## config.mk

```make
export PLATFORM = sky130hd
export DESIGN_NAME = pwm_generador
export DESIGN_NICKNAME = d
export VERILOG_FILES = /design/src/rtl/pwm_generador.sv
export SDC_FILE = /design/constraint.sdc
export NUM_CORES = 1
export LEC_CHECK = 0
export CAP_MARGIN = 20
export CORE_MARGIN = 2
export CORE_UTILIZATION = 40
export DETAILED_ROUTE_END_ITERATION = 8
export GPL_ROUTABILITY_DRIVEN = 0
export PLACE_DENSITY = 0.66
export SETUP_SLACK_MARGIN = 0.4
export SLEW_MARGIN = 20
export SYNTH_ARGS = -nofsm -noshare
export SYNTH_HDL_FRONTEND = slang
export SYNTH_SLANG_ARGS = --single-unit
```

## constraint.sdc

```tcl
create_clock -name clk -period 2.2 [get_ports clk]
set_clock_uncertainty 0.2 [all_clocks]
set_input_delay 0.44 -clock clk [delete_from_list [all_inputs] [get_ports clk]]
set_output_delay 0.44 -clock clk [all_outputs]
set_load 0.1 [all_outputs]
```

## src/rtl/pwm_generador.sv

```systemverilog
// pwm_generador: prescaled PWM generator; duty is latched only at period wrap so the output never glitches.
module pwm_generador #(
  parameter int BITS_DUTY   = 8,
  parameter int DIV_PRESC   = 4,
  parameter int ANCHO_PRESC = 16
) (
  input  logic                 clk,
  input  logic                 rst_n,
  input  logic                 en,
  input  logic [BITS_DUTY-1:0] dato_duty,
  output logic                 pwm_out,
  output logic                 fin_periodo,
  output logic [BITS_DUTY-1:0] duty_actual
);
  logic [ANCHO_PRESC-1:0] r_pc;
  logic [BITS_DUTY-1:0]   r_cnt;
  logic [BITS_DUTY-1:0]   r_duty;
  logic                   r_pwm;
  logic                   r_fin;
  logic                   w_tick;
  logic                   w_wrap;
  assign w_tick      = en && (r_pc == ANCHO_PRESC'(DIV_PRESC - 1));
  assign w_wrap      = w_tick && (r_cnt == {BITS_DUTY{1'b1}});
  assign pwm_out     = r_pwm;
  assign fin_periodo = r_fin;
  assign duty_actual = r_duty;
  // Idle keeps tracking dato_duty so the first period after enable uses the freshest value.
  always_ff @(posedge clk or negedge rst_n) begin
    if (!rst_n) begin
      r_pc   <= '0;
      r_cnt  <= '0;
      r_duty <= '0;
      r_pwm  <= 1'b0;
      r_fin  <= 1'b0;
    end else if (!en) begin
      r_pc   <= '0;
      r_cnt  <= '0;
      r_duty <= dato_duty;
      r_pwm  <= 1'b0;
      r_fin  <= 1'b0;
    end else begin
      r_pc   <= w_tick ? '0 : r_pc + ANCHO_PRESC'(1);
      r_cnt  <= w_tick ? r_cnt + BITS_DUTY'(1) : r_cnt;
      r_duty <= w_wrap ? dato_duty : r_duty;
      r_pwm  <= r_cnt < r_duty;
      r_fin  <= w_wrap;
    end
  end
endmodule

```

**Word-level counts from Yosys, hierarchy flattened**

Index checks and enable logic that the tools add are counted.

- Register bits after elaboration: 34
- Word-level logic and storage cells: 22

- $add $sub $neg: 2
- $lt $le $gt $ge: 1
- Equality and inequality tests: 4
- Mux-type cells: 8
- Reductions and logical operators: 2

Operator list:

| cell | count |
|---|---|
| $mux 16 | 2 |
| $mux 8 | 4 |
| $add 16x1->16 const B | 1 |
| $eq 16x2->1 const B | 1 |
| $add 8x1->8 const B | 1 |
| $eq 8x8->1 const B | 1 |
| $lt 8x8->1 | 1 |
| $ne 2x1->1 const B | 2 |
| $logic_and 1x1->1 | 2 |
| $mux 1 | 2 |

**Longest topological paths before layout**

Gate-level depths: netlist of run 1.

- Word-level depth: 5
- Gate-level depth with buffers: 6
- Depth with buffers taken out: 6

**Worst setup path before layout of run 1**

No wires, ideal clock.

- Path kind: reg-to-reg
- Start point: register r_pc[0]
- End point: register r_duty[0] (netlist: duty_actual[0])
- Setup time: 126 ps
- Arrival: 1883 ps
- Data required time: 1874 ps
- Setup slack: -8 ps
- Cell stages (with the launch flop): 6
- Path buffers: 0
- Period minus slack after synthesis: 2208 ps
- Cells stage by stage: dfrtp_1 ha_1 nor4b_2 nand4_2 o31ai_4 mux2_2

- Cells in the longest elaborated chain, start to end: 4

Ends and longest elaborated chain:

| item | RTL line | text |
|---|---|---|
| start: declaration | 15 | `logic [ANCHO_PRESC-1:0] r_pc;` |
| start signal: assignment | 42 | `r_pc <= w_tick ? '0 : r_pc + ANCHO_PRESC'(1);` |
| $eq 16x2->1 | 22 | `assign w_tick = en && (r_pc == ANCHO_PRESC'(DIV_PRESC - 1));` |
| $logic_and 1x1->1 | 22 |  |
| $logic_and 1x1->1 | 23 | `assign w_wrap = w_tick && (r_cnt == {BITS_DUTY{1'b1}});` |
| $ne 2x1->1 (no source line) | n/a |  |
| end signal: assignment | 38 | `r_duty <= dato_duty;` |
| end signal: assignment | 44 | `r_duty <= w_wrap ? dato_duty : r_duty;` |
| end: declaration | 17 | `logic [BITS_DUTY-1:0] r_duty;` |

Every way passes these cells.
A chain may end at the register's enable or synchronous reset.

**Worst setup path in the final report of run 1**

- Start point: register r_pc[1]
- End point: register r_cnt[3]

- Cells in the longest elaborated chain, start to end: 3

Ends and longest elaborated chain:

| item | RTL line | text |
|---|---|---|
| $eq 16x2->1 | 22 |  |
| $logic_and 1x1->1 | 22 |  |
| $ne 2x1->1 (no source line) | n/a |  |
| end signal: assignment | 43 | `r_cnt <= w_tick ? r_cnt + BITS_DUTY'(1) : r_cnt;` |
| end: declaration | 16 | `logic [BITS_DUTY-1:0] r_cnt;` |

Every way passes these cells.

==> results of run 1 <==
==> worst paths after layout <==
check	from	end	slack (ns)	cells past startpoint
min reg2reg	duty_actual[6]	duty_actual[6]	0.34	1
max in group asynchronous	rst_n	duty_actual[4]	1.09	2
max reg2reg	r_pc[1]	r_cnt[3]	0.12	6
min	duty_actual[6]	duty_actual[6]	0.34	1
max	r_pc[1]	r_cnt[3]	0.12	6
min in group asynchronous	rst_n	r_pc[2]	0.36	2
==> cells by family (layout without fill, tap and decap cells) <==
group	count (synthesis)	count (layout)	share of synthesized area, %
AND/OR/NAND/NOR	63	63	20.4
flip-flops	34	34	48.6
AO/OA/AOI/OAI	19	19	7.86
buffers and inverters	16	61	3.50
XOR/XNOR	15	15	7.50
adder cells (fa/ha/maj)	9	9	6.43
multiplexers	9	9	5.71
==> area by class of cell <==
cell class / count / area [µm²] / area share (%)
clock buffers: 7 / 86.3 / 3.53
clock inverters: 1 / 5.00 / 0.204
inverters: 12 / 45.0 / 1.84
multi-input cells: 115 / 973 / 39.8
flip-flops and latches: 34 / 878 / 35.9
well taps: 52 / 65.1 / 2.66
repair buffers: 41 / 394 / 16.1
==> worst max-delay path: stages (launching register included) <==
cell and delay (ns):
dfrtp_1 0.41, ha_4 0.15, nor4b_4 0.23, nand4_4 0.17
buf_12 0.17, or4_1 0.53, a21oi_2 0.13
==> routing by layer <==
metal	vias up	global-route usage [%]	part of all wire [%]
met5	-	0	0
met4	0	8.33	2.7
met3	13	4.91	3.4
met2	38	31.7	52
met1	719	21.8	42
li1	679	-	-
==> flip-flops by register name, summed over array words and instances, names as in the netlist <==
register / cells
fin_periodo: 1
r_cnt: 8
duty_actual: 8
pwm_out: 1
r_pc: 16
==> report_power, final <==
group,internal (mW),switching (mW),leakage (nW),total (mW)
logic,0.133,0.205,0.593,0.338
clock network,0.252,0.232,0.0482,0.485
registers,0.654,0.0258,0.431,0.680
==> through the flow <==
step	utilization, %	hold slack [ns]
floorplan	-	-0.0556
CTS	55.6	0.340
global route	57.0	0.360
global placement	50.1	0.317
detailed placement	50.1	0.323
finish	57.0	0.337
==> repair_timing <==
item                                    CTS  global route
hold endpoints to repair                  0             0
endpoints found under the setup margin   30            33
buffers inserted                          8             2
resized for setup                        22            11
pin swaps                                 1             2
gates cloned                              1             0
==> placed cells by master, fill, tap and decap left out, types with 3 or more instances in the layout <==
cell type,count
or4_1,5
buf_6,3
dfrtp_1,18
nand4_1,8
nor4_1,4
a21oi_2,4
clkbuf_8,6
nand2_1,6
ha_1,8
xnor2_1,5
mux2_4,8
xor2_1,10
o31ai_1,5
nand3_1,6
inv_1,9
dfrtp_4,3
nor2_1,17
clkdlybuf4s50_1,10
buf_12,4
nor4_4,3
buf_4,24
dfrtp_2,13
==> flow_summary_export.csv, run 1 <==
group,metric,value,unit
outcome,outcome,"finished, final reports clean",
detailed_routing,drt-total-wl,4.25,mm
final_layout,n_fill_cell,365,
power_and_ir_drop,p_per_area,614,nW/µm²
clock_network,cts.clk_slew.worst_paths,0.07,ns
sta,worstMarginPinSlew,0.483,ns
detailed_routing,via_count,1449,
synthesis,ys_top_cells_by_count,"dfrtp_1 (34), nor2_1 (17), inv_1 (11)",
placement,port_buffers,20,
sta,fmax,482,MHz
floorplan,die_area,4920,µm²
final_layout,final_area,2450,µm²
floorplan,rows,24,
clock_network,ctsHoldBuffers,0,
placement,dp_slack,0.0861,ns
clock_network,cts-root-buf,"clkbuf_8",
sta,final-max-slew-violation-count,0,
final_layout,area_delta_synth_final,39.7,%
synthesis,syn_nets,185,
clock_network,clock_path_buffers,2,
synthesis,synth.distinct_cells,34,
global_routing,grt_overflow_total,0,
placement,post-dp-hpwl,2.73,mm
synthesis,ys_async_sr_fraction,100,%
global_routing,antenna_found_initial,0,
floorplan,fp.dieH,70.2,µm
setup_path,start_kind,"flip-flop",
detailed_routing,drt-wirelength-per-cell,16.2,µm
sta,slew_headroom,67.5,%
detailed_routing,drt_pass1_iterations,4,
synthesis,netlist.area_leader.share,48.6,%
synthesis,yosys_warnings,0,
setup_path,path_class,"flip-flop to flip-flop",
clock_network,clock_sinks,34,
global_routing,grt_pass1_wl,7.11,mm
final_layout,layout.nets,229,
clock_network,cts_tree,"done",
sta,layout_setup_ws,0.125,ns
final_layout,fin_cells,262,
detailed_routing,drc,0,
placement,place_inst,243,
flow_run,drv_cap,0,
global_routing,grt_pass1_vias,1534,
synthesis,synth_area_leaders,"dfrtp_1 (49%), ha_1 (6.4%), mux2_2 (5.1%)",
sta,tns,0,ns
placement,placedInstanceArea,2150,µm²
floorplan,die_width,70.2,µm
sta,period_share,94.3,%
floorplan,start_util,40.8,%
synthesis,synthCells,165,
final_layout,diodes,0,
synthesis,syn_area,1750,µm²
synthesis,ys_seq_area_share,48.6,%
synthesis,synth-seq-cells,34,
synthesis,yosys.cell_count.top_type,"dfrtp_1",
floorplan,num_io_pins,21,
clock_network,htree_levels,2,
clock_network,clkLatencyLatePin,0.29,ns
power_and_ir_drop,p_leak,1.07,nW
global_routing,grt.total_usage,18.6,%
setup_path,crit_arrival,2.10,ns
detailed_routing,vias_per_cell,5.53,
final_layout,final_layout_size_suffix_gt1_share,38.1,%
power_and_ir_drop,ir_drop,0.342,mV
synthesis,synth_area_leader_cell,"dfrtp_1",
setup_path,worstPathMaxFanout,9,
sta,hold_viol,0,
floorplan,core_area,4290,µm²
sta,rsz0062_at_grt,"true",
synthesis,synth_edf_count,0,
global_routing,grt_max_degree,35,
power_and_ir_drop,p_total,1.50,mW
setup_path,cp_data_required_time,2.22,ns
min_path,hold_class,"flip-flop to flip-flop",
detailed_routing,drtIter0Drc,79,
clock_network,cts_buffers,5,
synthesis,synth_flop_cell,"dfrtp_1",
sta,setup_viol,0,
sta,period_needed,2.08,ns
setup_path,endpoint_kind,"flip-flop",
detailed_routing,antenna_left,0,
synthesis,synth.avg_cell_area,10.6,µm²
(Power assumes the default switching activity.)
==> run 2, diff against run 1 <==
--- a/config.mk
+++ b/config.mk
@@ -12,7 +12,6 @@
 export GPL_ROUTABILITY_DRIVEN = 0
 export PLACE_DENSITY = 0.66
 export SETUP_SLACK_MARGIN = 0.4
-export SLEW_MARGIN = 20
 export SYNTH_ARGS = -nofsm -noshare
 export SYNTH_HDL_FRONTEND = slang
 export SYNTH_SLANG_ARGS = --single-unit
==> results of run 2 <==
Final layout, timing and power as in run 1 (identical DEF).
==> RTL change (flow settings as in run 2) <==
`BITS_DUTY`: 8 -> 6.
--- a/src/rtl/pwm_generador.sv
+++ b/src/rtl/pwm_generador.sv
@@ -1,6 +1,6 @@
 // pwm_generador: prescaled PWM generator; duty is latched only at period wrap so the output never glitches.
 module pwm_generador #(
-  parameter int BITS_DUTY   = 8,
+  parameter int BITS_DUTY   = 6,
   parameter int DIV_PRESC   = 4,
   parameter int ANCHO_PRESC = 16
 ) (
Interface: changed (resized dato_duty and duty_actual); port bits go from 21 to 17. No check against the original RTL was run, so the function may have changed too.
==> RTL change against run 2 <==
Area after synthesis decreased by 13%; critical endpoint is now r_cnt[5]$_DFFE_PN0P_; worst setup slack improved by 0.13 ns; sequential cell count decreased by 4; total power decreased by 13%; wire length decreased by 24%; fmax increased by 6.5%; non-clock buffer count decreased by 12; global-route usage decreased by 1.2 points; cell area decreased by 19%.
==> RTL change: results (changes against run 2) <==
| Metric | Value |
|---|---|
| Vias/cell | 5.29 (-4.3%) |
| Synth Area in Compound Gates | 6.07% (-1.8 points) |
| Met2 GRT Util | 27.3% (-4.5 points) |
| Most frequent cells after synthesis | 30 x dfrtp_1, 17 x nor2_1, 10 x xor2_1 |
| Pleak | 0.000902 uW (-16%) |
| Routed wl met3 | 102 um (-29%) |
| Worst-Margin Slew | 0.461 ns (-0.0220 ns) |
| Number of filler cells placed in the layout | 301 (-18%) |
| Post-synthesis mux area share | 5.08% (-0.63 points) |
| Synth Area in XOR/XNOR | 8.61% (+1.1 points) |
| Main area contributors after synthesis | dfrtp_1 49%, ha_1 5.7%, xor2_1 5.7%, mux2_2 4.4%, nor2_1 4.2% |
| Area after DPL | 1780 um2 (-17%) |
| Layout cells sized above 1 | 27.3% (-11 points) |
| Final WL | 3.21 mm (-24%) |
| Total Nets Final | 191 (-17%) |
| GRT Total Usage | 17.4% (-1.2 points) |
| Global-route wire length before repair | 5.53 mm (-22%) |
| Setup WS pre-CTS | 0.130 ns (+0.0435 ns) |
| Status | completed |
| R2R Path Start | r_pc[15]$_DFF_PN0_ |
| Initial DRC Count | 119 (+51%) |
| CP max-delay cell | dfrtp_1 |
| Critical path's largest stage delay | 0.41 ns (-0.12 ns) |
| Post-Syn Nets | 159 (-14%) |
| Dpl hpwl | 2.28 mm (-16%) |
| Routed wl met2 | 1.55 mm (-30%) |
| WP data arrival | 1.95 ns (-0.15 ns) |
| PostCTS Resize Cnt | 12 (-45%) |
| Worst Setup EP | r_cnt[5]$_DFFE_PN0P_ |
| Netlist cell types | 32 (-5.9%) |
| Worst r2r path cells | 5 (-1) |
| Final hold slack | 0.280 ns (-0.0578 ns) |
| Post-CTS Repair Setup Buffers | 6 (-2) |
| Largest net degree at the start of global routing | 16 (-54%) |
| Max VDD drop | 258 uV (-25%) |
| CP Max Fanout | 13 (+4) |
| Vias in the first global route | 1178 (-23%) |
[RTL change: cell types whose count changed after synthesis, moves of 2 or more]
cell / delta
mux2_2: -2
buf_2: +2
o31ai_1: -4
or4_1: -4
ha_1: -2
dfrtp_1: -4
inv_1: -3
a211oi_1: -2
clkbuf_1: -2
[RTL change: through the flow]
step | total power (uW) | cells
4_1_cts | 1310 | 222
6_report | 1300 | 224
3_3_place_gp | 826 | 208
5_1_grt | 1360 | 224
3_5_place_dp | 832 | 208
2_1_floorplan | 757 | 143
[RTL change: layout make-up]
class | instances | area [um2] | share of cell area [%]
repair buffers | 29 | 262 | 13.1
inverters | 8 | 30.0 | 1.51
clock inverters | 1 | 5.00 | 0.252
well taps | 48 | 60.1 | 3.02
flip-flops and latches | 30 | 762 | 38.3
clock buffers | 7 | 86.3 | 4.34
multi-input cells | 101 | 785 | 39.4
[RTL change: power by group]
group | leakage, uW | internal, uW | switching [uW]
sequential | 0.000393 | 575 | 22.2
combinational | 0.000461 | 94.2 | 158
clock | 0.0000482 | 252 | 201
